`src/rtl/serial_sub_pkg.sv`:
```
// Shared types for the bit-serial subtractor.
// State encoding and counter-width helper.
package serial_sub_pkg;

  typedef enum logic [1:0] {
    IDLE,
    RUN,
    DONE
  } state_t;

  function automatic int cnt_w(input int w);
    return (w > 1) ? $clog2(w) : 1;
  endfunction

endpackage

```
`src/rtl/full_subtractor.sv`:
```
// Single-bit full subtractor cell: d = x - y - bin.
// Combinational; counterpart of the full-adder cell.
module full_subtractor (
  input  logic x,
  input  logic y,
  input  logic bin,
  output logic d,
  output logic bout
);

  assign d    = x ^ y ^ bin;
  assign bout = (~x & y) | (~(x ^ y) & bin);

endmodule

```
`src/rtl/serial_subtractor.sv`:
```
// Bit-serial subtractor: a - b - bin, LSB first, one bit per clock.
// Valid/ready on both operand and result sides.
module serial_subtractor
  import serial_sub_pkg::*;
#(
  parameter int WIDTH = 8
) (
  input  logic             clk,
  input  logic             resetn,
  input  logic             in_valid,
  output logic             in_ready,
  input  logic [WIDTH-1:0] a,
  input  logic [WIDTH-1:0] b,
  input  logic             bin,
  output logic             out_valid,
  input  logic             out_ready,
  output logic [WIDTH-1:0] diff,
  output logic             bout,
  output logic             busy
);

  localparam int CW = cnt_w(WIDTH);
  localparam logic [CW-1:0] LAST = CW'(WIDTH - 1);

  state_t state;
  state_t state_nxt;

  logic [WIDTH-1:0] a_sr;
  logic [WIDTH-1:0] b_sr;
  logic [WIDTH-1:0] diff_sr;
  logic [CW-1:0]    cnt;
  logic             br;
  logic             d_bit;
  logic             br_nxt;
  logic             accept;

  full_subtractor u_cell (
    .x   (a_sr[0]),
    .y   (b_sr[0]),
    .bin (br),
    .d   (d_bit),
    .bout(br_nxt)
  );

  assign accept = (state == IDLE) && in_valid;

  always_comb begin
    state_nxt = state;
    unique case (state)
      IDLE:    if (in_valid) state_nxt = RUN;
      RUN:     if (cnt == LAST) state_nxt = DONE;
      DONE:    if (out_ready) state_nxt = IDLE;
      default: state_nxt = IDLE;
    endcase
  end

  always_ff @(posedge clk or negedge resetn) begin
    if (!resetn) begin
      state <= IDLE;
    end else begin
      state <= state_nxt;
    end
  end

  always_ff @(posedge clk or negedge resetn) begin
    if (!resetn) begin
      a_sr    <= '0;
      b_sr    <= '0;
      diff_sr <= '0;
      cnt     <= '0;
      br      <= 1'b0;
    end else if (accept) begin
      a_sr    <= a;
      b_sr    <= b;
      diff_sr <= '0;
      cnt     <= '0;
      br      <= bin;
    end else if (state == RUN) begin
      // result bits enter at the MSB and settle LSB-aligned after WIDTH shifts
      diff_sr <= {d_bit, diff_sr[WIDTH-1:1]};
      a_sr    <= a_sr >> 1;
      b_sr    <= b_sr >> 1;
      br      <= br_nxt;
      cnt     <= cnt + 1'b1;
    end
  end

  assign in_ready  = (state == IDLE);
  assign busy      = (state == RUN);
  assign out_valid = (state == DONE);
  assign diff      = diff_sr;
  assign bout      = br;

endmodule

```
`config.mk`:
```
export PLATFORM = sky130hd
export DESIGN_NAME = serial_subtractor
export DESIGN_NICKNAME = d
export VERILOG_FILES = /design/src/rtl/serial_sub_pkg.sv /design/src/rtl/full_subtractor.sv /design/src/rtl/serial_subtractor.sv
export SDC_FILE = /design/constraint.sdc
export NUM_CORES = 1
export LEC_CHECK = 0
export BUFFER_PORTS_ARGS = -buffer_cell sky130_fd_sc_hd__buf_4
export CORE_AREA = 8 8 61 63
export DETAILED_ROUTE_END_ITERATION = 6
export DIE_AREA = 0 0 69 71
export PLACE_DENSITY = 0.86
export SETUP_SLACK_MARGIN = 0.3
export SLEW_MARGIN = 10
export SYNTH_ARGS = -nofsm -noshare
export SYNTH_HDL_FRONTEND = slang
export SYNTH_SLANG_ARGS = --single-unit
export TNS_END_PERCENT = 20
```
`constraint.sdc`:
```
create_clock -name clk -period 1.55 [get_ports clk]
set_input_delay 0.2325 -clock clk [delete_from_list [all_inputs] [get_ports clk]]
set_output_delay 0.2325 -clock clk [all_outputs]
set_load 0.03 [all_outputs]
```
==> flow_summary.toml, run 1 <==
[outcome]
status = "finished clean"

[floorplan]
coreArea_sq_um = 2850
io_pins = 33
start_util_pct = 47.7
fp.dieH_um = 71
die-area_sq_um = 4900
fp.dieW_um = 69
rows = 20

[worst_setup_path]
required_ps = 1320
crit_family = "flip-flops"
crit_type = "reg2out"
worstSetupStartpoint = "state[0]$_DFFE_PN0P_"
cp_slowest_cell = "dfrtp_2"
crit_top_cell = "buf_6"
worst_ep_arrival_time_ps = 1160
critPathMaxFanout = 7
critical_path_buf_inv_count = 2
r2r_start = "state[0]$_DFFE_PN0P_"
critPathCaptureType = "output pin"
cpPeakStageDelay_ps = 440
cp_cell_sequence = "buf_6 > nor2_4 > buf_6"
critPathLaunchType = "flip-flop"

[min_path]
min_path_type = "in2reg"
worstHoldStart = "out_ready"

[yosys]
synth_cell_type_count = 22
synth_nets = 146
synth-compound-area-share_pct = 26.0
async_reset_ff_share_pct = 100
synthSimpleGateAreaFrac_pct = 8.27
synth_top_family_by_area = "compound AO/OA/AOI/OAI gates"
synthXorXnorAreaFrac_pct = 0
avgSynthCellArea_sq_um = 11.2
synthMuxAreaShare_pct = 0
syn_inst = 122
yosysMostFrequentCell = "dfrtp_1"
synthAdderAreaFrac_pct = 3.31
yosys_warnings = 0
synth-edff-count = 0
ys_seq_area_share_pct = 55.1
synth.largest_area_cell = "dfrtp_1"
synth_top_area_share_pct = 55.1
ys_seq_elements = 30
synth_area_sq_um = 1360
synth_ff_type = "dfrtp_1"
synth_commonest_cells = "dfrtp_1 (30), nor2_1 (18), o22ai_1 (15), o32ai_1 (15), a22o_1 (9)"
yosys-top-cells-area = "dfrtp_1 (55%), o32ai_1 (9.7%), o22ai_1 (6.9%)"

[timing]
grt_setup_unrepaired = "true"
hold_viol = 0
slew_headroom_pct = 75.1
clock_skew_ps = 8.48
period_share_pct = 90.2
tightest_slew_ps = 373
period_minus_slack_ps = 1400
finalMaxSlewViolations = 0
finalSetupViolations = 0
fmax_mhz = 716
holdWs_ps = 88.9
setup_tns_ps = 0

[power]
peakVddDrop_uv = 1370
total_power_w = 0.00362
power_density_nw_per_um2 = 2050
p_leak_nw = 0.794

[drt]
vias_per_cell = 5.79
via_count = 1124
initialDrtViolationCount = 45
dr.pass1.iters = 4
drtAntennaViolNets = 0
wl_um = 3070
drc_errors = 0
avgRoutedWirePerCell_um = 15.8

[final_layout]
drive_gt1_share_pct = 35.4
nNetsFinal = 184
antenna_cells = 0
area_growth_pct = 29.9
final_core_util_pct = 62.0

[job]
max_cap_violations = 0

[grt]
grt_pass1_wl_um = 5500
grt_pass1_vias = 1167
grt_max_degree = 31
grt_overflow = 0
antenna_found_initial = 0
grtUsageTotal_pct = 13.7

[placed_design]
dp_hpwl_um = 2080
portBuffers = 32
gp_congestion = 0.716

[cts]
cts_root_buf = "clkbuf_4"
clk_pin_slew_worst_paths_ps = 90
clk_latency_ps = 330
cts_buffers = 5
cts.htree.levels = 2
cts.sinks = 30
cts_tree = "done"
cts_buffer_depth = 2
-- per-layer routing --
layer | wire length (um) | global-route usage (%) | share of wire, %
met4 | 32 | 4.10 | 1.0
met3 | 211 | 6.57 | 6.9
met1 | 1340 | 16.2 | 44
met2 | 1490 | 21.4 | 49
met5 | 0 | 0 | 0
-- stage by stage --
step / setup WS [ps] / instances / instance area [sq um]
after CTS: 143 / 192 / 1750
after global placement: 227 / 179 / 1580
final: 153 / 194 / 1770
after global routing: 74.0 / 194 / 1770
after detailed placement: 151 / 179 / 1580
after floorplan: 219 / 122 / 1360
-- worst paths after layout --
path,to,slack [ps],depth (start not counted)
hold reg to reg,cnt[0]$_DFFE_PN0P_,500,1
hold / removal,state[1]$_DFFE_PN0P_,90,2
setup reg to reg,diff[6]$_DFFE_PN0P_,230,6
max in group asynchronous,state[1]$_DFFE_PN0P_,890,2
setup / recovery,in_ready,150,3
min in group asynchronous,diff[2]$_DFFE_PN0P_,360,2
-- cell type report --
type | count | area, sq um
fillers | 248 | 1080
flip-flops and latches | 30 | 753
multi-input cells | 78 | 539
repair buffers | 42 | 358
clock buffers | 7 | 55.1
well taps | 33 | 41.3
inverters | 3 | 16.3
clock inverters | 1 | 5.00
-- cell usage in the layout, fill, tap and decap left out, drive strengths merged --
master	n
a21oi	1
a22o	9
and2b	1
buf	41
clkbuf	7
clkinv	1
dfrtp	30
dlygate4sd3	1
fa	1
ha	2
inv	3
nand2	5
nand2b	2
nor2	18
o21ai	6
o21bai	1
o22ai	15
o31ai	1
o32ai	15
or2	1
-- state kept, by name, indices dropped and copies added, names as in the netlist --
register and flops:
a_sr 8, b_sr 8, diff 8, cnt 3
state 2, bout 1
-- logic make-up (layout without fill, tap and decap cells) --
| logic type | Yosys count | count (layout) |
|---|---|---|
| AOI/OAI and AO/OA | 48 | 48 |
| adders and majority gates | 3 | 3 |
| buffers and inverters | 14 | 53 |
| DFF | 30 | 30 |
| and+or+nand+nor | 27 | 27 |
-- repair_timing --
| item | CTS | global route |
|---|---|---|
| hold endpoints to repair | 30 | 0 |
| setup buffers | 4 | 2 |
| cloned | 0 | 0 |
| hold buffers | 1 | 0 |
| gates resized for setup | 16 | 1 |
| setup endpoints to repair | 18 | 25 |
-- power breakdown --
part	total, W	internal, W	switching (W)
Clock	0.000476	0.000219	0.000257
Sequential	0.00143	0.00114	0.000287
Combinational	0.00172	0.000800	0.000917
Total	0.00362	0.00216	0.00146
(Power assumes the default switching activity.)
==> run 2: changes to the inputs <==
Settings changed: REMOVE_ABC_BUFFERS set to 1.
==> flow_summary.toml, run 2 (same netlist as run 1, synthesis figures left out) <==
[floorplan]
coreArea_sq_um = 2850
die-area_sq_um = 4900
fp.dieW_um = 69
fp.dieH_um = 71
io_pins = 33
start_util_pct = 47.7
rows = 20

[grt]
grt_max_degree = 31
grtUsageTotal_pct = 13.2
grt_pass1_wl_um = 5400
grt_overflow = 0
grt_pass1_vias = 1145
antenna_found_initial = 0

[timing]
period_share_pct = 88.3
finalMaxSlewViolations = 0
finalWorstSetupSlack_ps = 181
clock_skew_ps = 3.99
fmax_mhz = 730
slew_headroom_pct = 75.2
grt_setup_unrepaired = "true"
period_minus_slack_ps = 1370
hold_viol = 0
setup_tns_ps = 0
tightest_slew_ps = 372
finalSetupViolations = 0

[min_path]
holdPathStages = 2
worstHoldStart = "out_ready"
min_path_type = "in2reg"
hold_end = "state[1]$_DFFE_PN0P_"

[cts]
cts_buffer_depth = 2
clk_pin_slew_worst_paths_ps = 90
clk_latency_ps = 320
cts.htree.levels = 2
cts_tree = "done"
cts_root_buf = "clkbuf_4"
cts.sinks = 30
cts_buffers = 5

[worst_setup_path]
critPathCaptureType = "output pin"
regToRegSetupSlack_ps = 220
required_ps = 1320
r2r_cells = 3
critPathMaxFanout = 5
r2r_start = "state[0]$_DFFE_PN0P_"
worst_ep_arrival_time_ps = 1140
crit_type = "reg2out"
r2r-end = "b_sr[5]$_DFFE_PN0P_"
critPathLaunchType = "flip-flop"

[final_layout]
nNetsFinal = 185
area_growth_pct = 29.9
antenna_cells = 0
drive_gt1_share_pct = 35.8
final_common_cell = "buf_4"
final_cell_mix = "buf_4 (38), dfrtp_1 (28), nor2_1 (17)"

[drt]
via_count = 1155
wl_um = 3250
avgRoutedWirePerCell_um = 16.6
drtAntennaViolNets = 0
dr.pass1.iters = 4
initialDrtViolationCount = 112
vias_per_cell = 5.92
drc_errors = 0

[placed_design]
gp_congestion = 0.762
dp_hpwl_um = 2140
pre_cts_ws_ps = 72.2
portBuffers = 32

[power]
peakVddDrop_uv = 1280
total_power_w = 0.00362
power_density_nw_per_um2 = 2050
p_leak_nw = 0.800

[outcome]
status = "finished clean"

[job]
max_cap_violations = 0
==> run 2: metrics by stage <==
step                      hold WS (ps)  utilization, %  std cells  area (sq um)
after floorplan                  -63.1               -        111          1270
final                             65.4            62.0        195          1770
after detailed placement           177            55.0        178          1570
after global routing              53.2            62.0        195          1770
after CTS                         58.0            60.5        192          1730
after global placement             169            55.0        178          1570
==> run 2: timing repair <==
item | 4_1_cts | 5_1_grt
setup endpoints to repair | 30 | 30
setup buffers | 5 | 2
pin swaps | 1 | 2
hold buffers | 1 | 0
resized for setup | 11 | 4
cloned | 0 | 1
endpoints found under the hold margin | 30 | 0
==> run 2: worst max-delay path by stage <==
| stage | from | slack [ps] | endpoint | depth (start not counted) |
|---|---|---|---|---|
| finish | state[1]$_DFFE_PN0P_ | 180 | out_valid | 4 |
| CTS | state[1]$_DFFE_PN0P_ | 150 | busy | 3 |
| global placement | state[1]$_DFFE_PN0P_ | 190 | b_sr[6]$_DFFE_PN0P_ | 3 |
| floorplan | state[0]$_DFFE_PN0P_ | -80 | diff[1]$_DFFE_PN0P_ | 3 |
| global route | state[1]$_DFFE_PN0P_ | 130 | busy | 3 |
| detailed placement | state[1]$_DFFE_PN0P_ | 70 | b_sr[5]$_DFFE_PN0P_ | 3 |
==> run 2: layout make-up <==
type / count / area (sq um)
Inverter: 3 / 18.8
Multi-Input combinational cell: 79 / 557
Tap cell: 33 / 41.3
Clock inverter: 1 / 5.00
Timing Repair Buffer: 42 / 338
Clock buffer: 7 / 55.1
Sequential cell: 30 / 753
Fill cell: 236 / 1080
==> run 2: worst max-delay path: stages (launching register included) <==
cell,delay [ps]
dfrtp_2,470
buf_12,140
inv_6,40
nor2_4,30
buf_6,130
==> run 2: power breakdown <==
part | internal [W] | switching (W)
sequential | 0.00114 | 0.000304
combinational | 0.000775 | 0.000909
clock | 0.000220 | 0.000269
total | 0.00214 | 0.00148
==> run 2: metal layers <==
layer  routed length (um)  global-route usage [%]  up-vias  part of all wire [%]
met5                    0                       0        -                     0
met3                  260                    6.01        4                   8.0
li1                     -                       -      545                     -
met1                 1340                    15.9      564                    41
met4                   28                    3.87        0                  0.86
met2                 1620                    20.7       42                    50
